==> src/rtl/mdu_pkg.sv <==
// mdu_pkg: shared types and constants for the iterative multiply/divide unit.
package mdu_pkg;

  // Operation codes presented on the op port.
  typedef enum logic [2:0] {
    OpNone  = 3'b000,
    OpMult  = 3'b001,
    OpMultu = 3'b010,
    OpDiv   = 3'b011,
    OpDivu  = 3'b100,
    OpMthi  = 3'b101,
    OpMtlo  = 3'b110
  } mdu_op_t;

  typedef enum logic [1:0] {
    StIdle,
    StCalc,
    StFix
  } mdu_state_t;

  // One iteration per operand bit.
  localparam int unsigned MDU_ITERS = 32;

  // Ops that interpret their operands as two's complement.
  function automatic logic mdu_is_signed(input mdu_op_t op);
    return (op == OpMult) || (op == OpDiv);
  endfunction

endpackage

==> src/rtl/mdu_divstep.sv <==
// mdu_divstep: one combinational restoring-division step.
// Shifts the next dividend bit into the partial remainder and subtracts the
// divisor when it fits, yielding one quotient bit.
module mdu_divstep
  import mdu_pkg::*;
#(
  parameter int unsigned WIDTH = MDU_ITERS
) (
  input  logic [WIDTH-1:0] i_rem,
  input  logic             i_bit,
  input  logic [WIDTH-1:0] i_div,
  output logic [WIDTH-1:0] o_rem,
  output logic             o_q
);

  logic [WIDTH:0] w_part;
  logic [WIDTH:0] w_diff;

  // Trial subtraction; no borrow means the divisor fits.
  always_comb begin
    w_part = {i_rem, i_bit};
    w_diff = w_part - {1'b0, i_div};
    o_q    = ~w_diff[WIDTH];
    // The remainder stays below the divisor, so the top bit is always zero.
    o_rem  = o_q ? w_diff[WIDTH-1:0] : w_part[WIDTH-1:0];
  end

endmodule

==> src/rtl/mdu_iter.sv <==
// mdu_iter: iterative multiply/divide unit holding architectural HI/LO.
// Multiply is shift-add, divide is restoring; both run on operand magnitudes
// with the sign applied in the FIX state.
// Build option: define MDU_DIV_EN to build the divider; without it DIV/DIVU
// behave as NONE.
module mdu_iter
  import mdu_pkg::*;
#(
  parameter int unsigned WIDTH = MDU_ITERS,
  parameter int unsigned CNT_W = 6
) (
  input  logic             i_clk,
  input  logic             i_rstn,
  input  logic             i_start,
  input  logic [2:0]       i_op,
  input  logic [WIDTH-1:0] i_rs,
  input  logic [WIDTH-1:0] i_rt,
  output logic             o_busy,
  output logic             o_done,
  output logic [WIDTH-1:0] o_hi,
  output logic [WIDTH-1:0] o_lo
);

  localparam int unsigned W2 = 2 * WIDTH;

  mdu_state_t       r_state;
  mdu_state_t       w_state_d;
  logic [CNT_W-1:0] r_count;
  // Upper half: partial product / partial remainder; lower half: multiplier /
  // dividend bits shifting out while result bits shift in.
  logic [W2-1:0]    r_acc;
  logic [WIDTH-1:0] r_b;
  logic [WIDTH-1:0] r_hi;
  logic [WIDTH-1:0] r_lo;
  logic             r_neg_q;
  logic             r_done;
`ifdef MDU_DIV_EN
  logic             r_is_div;
  logic             r_neg_r;
  logic             r_div0;
  logic [WIDTH-1:0] w_dv_rem;
  logic             w_dv_q;
`endif

  mdu_op_t          w_op;
  logic             w_go_mul;
  logic             w_go_div;
  logic             w_mthi;
  logic             w_mtlo;
  logic             w_signed;
  logic             w_last;
  logic [WIDTH-1:0] w_rs_mag;
  logic [WIDTH-1:0] w_rt_mag;
  logic [WIDTH:0]   w_mul_sum;
  logic [W2-1:0]    w_acc_step;
  logic [W2-1:0]    w_prod;
  logic [WIDTH-1:0] w_hi_fix;
  logic [WIDTH-1:0] w_lo_fix;

  assign w_op     = mdu_op_t'(i_op);
  assign w_signed = mdu_is_signed(w_op);
  assign w_rs_mag = (w_signed && i_rs[WIDTH-1]) ? -i_rs : i_rs;
  assign w_rt_mag = (w_signed && i_rt[WIDTH-1]) ? -i_rt : i_rt;
  assign w_last   = (r_count == CNT_W'(WIDTH - 1));

  // Decode requests; only honoured in IDLE so start while busy is dropped.
  always_comb begin
    w_go_mul = 1'b0;
    w_go_div = 1'b0;
    w_mthi   = 1'b0;
    w_mtlo   = 1'b0;
    if (i_start && (r_state == StIdle)) begin
      case (w_op)
        OpMult, OpMultu: w_go_mul = 1'b1;
`ifdef MDU_DIV_EN
        OpDiv, OpDivu:   w_go_div = 1'b1;
`endif
        OpMthi:          w_mthi   = 1'b1;
        OpMtlo:          w_mtlo   = 1'b1;
        default:         ;
      endcase
    end
  end

  // Next-state logic.
  always_comb begin
    w_state_d = r_state;
    case (r_state)
      StIdle:  if (w_go_mul || w_go_div) w_state_d = StCalc;
      StCalc:  if (w_last) w_state_d = StFix;
      StFix:   w_state_d = StIdle;
      default: w_state_d = StIdle;
    endcase
  end

  // State register.
  always_ff @(posedge i_clk or negedge i_rstn) begin
    if (!i_rstn) r_state <= StIdle;
    else         r_state <= w_state_d;
  end

`ifdef MDU_DIV_EN
  mdu_divstep #(
    .WIDTH (WIDTH)
  ) u_divstep (
    .i_rem (r_acc[W2-1:WIDTH]),
    .i_bit (r_acc[WIDTH-1]),
    .i_div (r_b),
    .o_rem (w_dv_rem),
    .o_q   (w_dv_q)
  );
`endif

  // One iteration of the active algorithm.
  always_comb begin
    w_mul_sum  = {1'b0, r_acc[W2-1:WIDTH]} + (r_acc[0] ? {1'b0, r_b} : {(WIDTH + 1){1'b0}});
    w_acc_step = {w_mul_sum, r_acc[WIDTH-1:1]};
`ifdef MDU_DIV_EN
    if (r_is_div) w_acc_step = {w_dv_rem, r_acc[WIDTH-2:0], w_dv_q};
`endif
  end

  // Sign fix-up and final HI/LO values.
  always_comb begin
    w_prod   = r_neg_q ? -r_acc : r_acc;
    w_hi_fix = w_prod[W2-1:WIDTH];
    w_lo_fix = w_prod[WIDTH-1:0];
`ifdef MDU_DIV_EN
    if (r_is_div) begin
      w_hi_fix = r_neg_r ? -r_acc[W2-1:WIDTH] : r_acc[W2-1:WIDTH];
      // Divide by zero: the remainder path already reproduces rs, LO is forced.
      if (r_div0)       w_lo_fix = '1;
      else if (r_neg_q) w_lo_fix = -r_acc[WIDTH-1:0];
      else              w_lo_fix = r_acc[WIDTH-1:0];
    end
`endif
  end

  // Datapath: operand capture, iteration, HI/LO writes and done pulse.
  always_ff @(posedge i_clk or negedge i_rstn) begin
    if (!i_rstn) begin
      r_count  <= '0;
      r_acc    <= '0;
      r_b      <= '0;
      r_hi     <= '0;
      r_lo     <= '0;
      r_neg_q  <= 1'b0;
      r_done   <= 1'b0;
`ifdef MDU_DIV_EN
      r_is_div <= 1'b0;
      r_neg_r  <= 1'b0;
      r_div0   <= 1'b0;
`endif
    end else begin
      r_done <= 1'b0;
      case (r_state)
        StIdle: begin
          if (w_go_mul) begin
            r_acc    <= {{WIDTH{1'b0}}, w_rt_mag};
            r_b      <= w_rs_mag;
            r_neg_q  <= w_signed && (i_rs[WIDTH-1] ^ i_rt[WIDTH-1]);
            r_count  <= '0;
`ifdef MDU_DIV_EN
            r_is_div <= 1'b0;
`endif
          end
`ifdef MDU_DIV_EN
          if (w_go_div) begin
            r_acc    <= {{WIDTH{1'b0}}, w_rs_mag};
            r_b      <= w_rt_mag;
            r_neg_q  <= w_signed && (i_rs[WIDTH-1] ^ i_rt[WIDTH-1]);
            r_neg_r  <= w_signed && i_rs[WIDTH-1];
            r_div0   <= (i_rt == '0);
            r_is_div <= 1'b1;
            r_count  <= '0;
          end
`endif
          if (w_mthi) r_hi <= i_rs;
          if (w_mtlo) r_lo <= i_rs;
        end
        StCalc: begin
          r_acc   <= w_acc_step;
          r_count <= r_count + 1'b1;
        end
        StFix: begin
          r_hi   <= w_hi_fix;
          r_lo   <= w_lo_fix;
          r_done <= 1'b1;
        end
        default: ;
      endcase
    end
  end

  assign o_busy = (r_state != StIdle);
  assign o_done = r_done;
  assign o_hi   = r_hi;
  assign o_lo   = r_lo;

endmodule

==> config.mk <==
export PLATFORM = sky130hd
export DESIGN_NAME = mdu_iter
export DESIGN_NICKNAME = d
export VERILOG_FILES = /design/src/rtl/mdu_pkg.sv /design/src/rtl/mdu_divstep.sv /design/src/rtl/mdu_iter.sv
export SDC_FILE = /design/constraint.sdc
export NUM_CORES = 1
export LEC_CHECK = 0
export BUFFER_PORTS_ARGS = -buffer_cell sky130_fd_sc_hd__buf_2
export CAP_MARGIN = 10
export CORE_MARGIN = 2
export CORE_UTILIZATION = 50
export CTS_CLUSTER_SIZE = 30
export DETAILED_ROUTE_END_ITERATION = 8
export PLACE_DENSITY = 0.73
export SKIP_LAST_GASP = 1
export SYNTH_ARGS = -nofsm -noshare
export SYNTH_HDL_FRONTEND = slang
export SYNTH_SLANG_ARGS = --single-unit
==> constraint.sdc <==
create_clock -name i_clk -period 4.1 [get_ports i_clk]
set_clock_uncertainty 0.05 [all_clocks]
set_input_delay 0.615 -clock i_clk [delete_from_list [all_inputs] [get_ports i_clk]]
set_output_delay 0.615 -clock i_clk [all_outputs]
set_load 0.1 [all_outputs]
==> metrics <==
Final Cycle Share=86.2%; Area Growth Syn to Fin=12.9%; Worst Path Required=4.42 ns; Initial Util=50.5%; area of the multi-input gates=7100 um^2; row count=56; count of different cell masters after synthesis=67; postcts setup bufs=0; GRT Residual Overflow=0; worst skew pair latency=0.44 ns; EDFF count, synth=0; vias=approximately 12,000; CP dominant cell by count=o21ai_0; wire length per cell=20.7 um; Hold Path Class=primary input to asynchronous set/reset pin; R2R cell count=10; count leader, synth=nand2_1; Pleak=5.54 nW; top cells by area, synth=dfrtp_1, o21ai_0, nand2_1; reg2reg end=r_acc[58]$_DFFE_PN0P_; share of the synthesized area in the top cell type=36.1%; R2R Setup Slk=about 0.57 ns; synthesized area=11,800 um^2; Synth Area in Adders=3.99%; vias in the first global route=10,895; crit path DAT=3.86 ns; crit end category=register; total wire length=38,600 um; Pins Over Slew Limit=0; DIE AREA=24,800 um^2; CTS max path bufs=2; RSZ-0062 raised after global routing=no; Die Wd=158 um; status=finished clean; CTS Sinks=170; area leader, netlist=dfrtp_1; final hold vios=0; Die Height=between 150 and 200 um; critical path peak fanout=16; largest net degree at the start of global routing=113; multiplexer area fraction after synthesis=approximately 2.8%; Ports=about 140; Worst Tran Pin Value=1.05 ns; Cells after DPL=1,829; CP startpoint kind=register; CTS buffer count=17; DR pass1 iterations=7; setup TNS=0 ns; fin crit period=3.53 ns; Setup CP Type=register to register; Post-Synth Simple-Gate Area=a little over a fifth; Clock transition at path regs=0.08 ns; max incr delay on CP=0.72 ns; reg2reg start=r_acc[0]$_DFFE_PN0P_; CP max-delay cell=a2111oi_0; Final setup viols=0; PD cells=679 nW/um^2; Max Cap Viol=0; Compound-Gate Fraction of Synth Area=around 24%; first-pass GRT wire length=59,900 um; main combinational cell family by area after synthesis=compound AO/OA/AOI/OAI gates; Via density=6.37; fmax=283 MHz; number of synthesized register bits=between 150 and 200; critical path, cell by cell=and2_1 -> ha_1 -> nand2_1 -> o21ai_0 -> nor2_1 -> a2111oi_0 -> buf_4 -> o21ai_0 -> or4_1 -> nand3_1; Worst slew margin=around 30%; Reg area=4250 um^2; CTS tree=built; final non-filler cell total=1,862; syn nets=roughly 1,600; Synth Warn #=0; Post-Synth XOR/XNOR Area=7.43%; DP HPWL=28,500 um; GRT Total Usage=31.2%; peak supply drop=0.413 mV; gpl congestion=roughly 0.95; Final ANT Viol Nets=0; CTS Hold Bufs=0; Syn Area/Cell=8.13 um^2; Synth top cells by count=nand2_1, o21ai_0, dfrtp_1; # port buffers=135; FILL cells=between 2,000 and 2,500; Top FF cell, synth=dfrtp_1; H-tree lvl count=4; Residual DRC=0; Root Driver=clkbuf_16; sequential area share after synthesis=36.1%; ys async rst share=100%; CTS resizes=0; initial antenna violation count=1; cell count after synthesis=1,450; fraction of layout cells with a size suffix above 1=13.8%; nets=between 1,500 and 2,000; core area=23,300 um^2; DRT iter0 DRCs=1,522
[layout make-up]
class                           instances  share of cell area, %
Clock inverter                         15                   1.34
Multi-Input combinational cell       1161                   53.4
Inverter                               23                  0.649
Antenna cell                            1                 0.0188
Clock buffer                           17                   3.20
Tap cell                              319                   3.00
Timing Repair Buffer                  156                   6.41
Sequential cell                       170                   32.0
[layout by cell type, fill, tap and decap left out, types with 4 or more instances in the layout]
cell type / n
inv_8: 5
o21ai_0: 177
and3_1: 8
nand4_1: 15
or4_1: 9
clkbuf_16: 17
inv_1: 23
nand2b_1: 8
xnor2_1: 44
or3_1: 21
a31oi_1: 11
dfrtp_1: 170
xor2_1: 56
and2_1: 33
a222oi_1: 21
a21oi_1: 87
or2_2: 7
nor3_1: 42
o211ai_1: 9
a211oi_1: 16
o21a_1: 8
o22ai_1: 14
nor4_1: 23
o31a_1: 5
nor2b_1: 5
nand2_1: 178
o41ai_1: 11
a221oi_1: 6
buf_2: 134
o31ai_1: 21
a21o_1: 4
o221ai_1: 11
nor2_1: 132
ha_1: 36
mux2i_1: 32
a22o_1: 5
nand3_1: 35
a22oi_1: 15
buf_4: 20
[per-stage QoR]
| step | worst slack (ns) | total power [mW] | utilization [%] | hold slack, ns | cell area (um^2) |
|---|---|---|---|---|---|
| finish | 0.567 | 9.04 | 57.0 | 0.0707 | 13300 |
| floorplan | 0.911 | 6.07 | - | 0.269 | 11800 |
| CTS | 0.593 | 8.96 | 57.0 | 0.0746 | 13300 |
| global placement | 0.628 | 7.22 | 54.4 | 0.407 | 12700 |
| global route | 0.310 | 9.55 | 57.0 | 0.0878 | 13300 |
| detailed placement | 0.617 | 7.28 | 54.4 | 0.413 | 12700 |
[worst max-delay path, delay by kind of cell, from the launching register on]
family | cells | cell delay [ns]
flops | 1 | 0.57
fa+ha+maj | 1 | 0.42
simple gates | 5 | 1.06
compound gates | 3 | 1.15
buf+inv | 1 | 0.23
[logic make-up after synthesis]
kind of cell             Yosys count
multiplexers                      33
adder cells (fa/ha/maj)           37
AO/OA/AOI/OAI                    453
AND/OR/NAND/NOR                  538
flip-flops                       170
XOR/XNOR                         100
buffers and inverters            119
[how the worst max path moves through the flow]
stage               depth (start not counted)                   from                    end  slack, ns
detailed placement                          8                i_rt[5]  r_acc[27]$_DFFE_PN0P_       0.62
global route                               10   r_acc[0]$_DFFE_PN0P_  r_acc[63]$_DFFE_PN0P_       0.31
floorplan                                   9  r_acc[13]$_DFFE_PN0P_   o_hi[14]$_DFFE_PN0P_       0.91
global placement                           10   r_acc[0]$_DFFE_PN0P_  r_acc[58]$_DFFE_PN0P_       0.63
CTS                                        10   r_acc[0]$_DFFE_PN0P_  r_acc[58]$_DFFE_PN0P_       0.59
finish                                     10   r_acc[0]$_DFFE_PN0P_  r_acc[58]$_DFFE_PN0P_       0.57
[registers in the layout (all words and copies together) (netlist names)]
signal	cells
o_lo	32
o_done	1
r_acc	64
r_count	6
r_b	32
o_hi	32
r_neg_q	1
r_state	2
[routing by layer]
layer | vias up | wire, um | global-route usage, %
met3 | 84 | 3960 | 6.47
met5 | - | 0 | 0
met1 | 5620 | 16100 | 43.7
met2 | 689 | 17300 | 48.1
met4 | 0 | 1170 | 10.8
li1 | 5468 | - | -
[power breakdown]
part	switching [mW]	internal (mW)	total (mW)
clock network	0.794	0.875	1.67
registers	0.803	2.21	3.02
logic	3.01	1.34	4.35
total	4.61	4.43	9.04
Note: power is estimated with default switching activity, not from simulation.
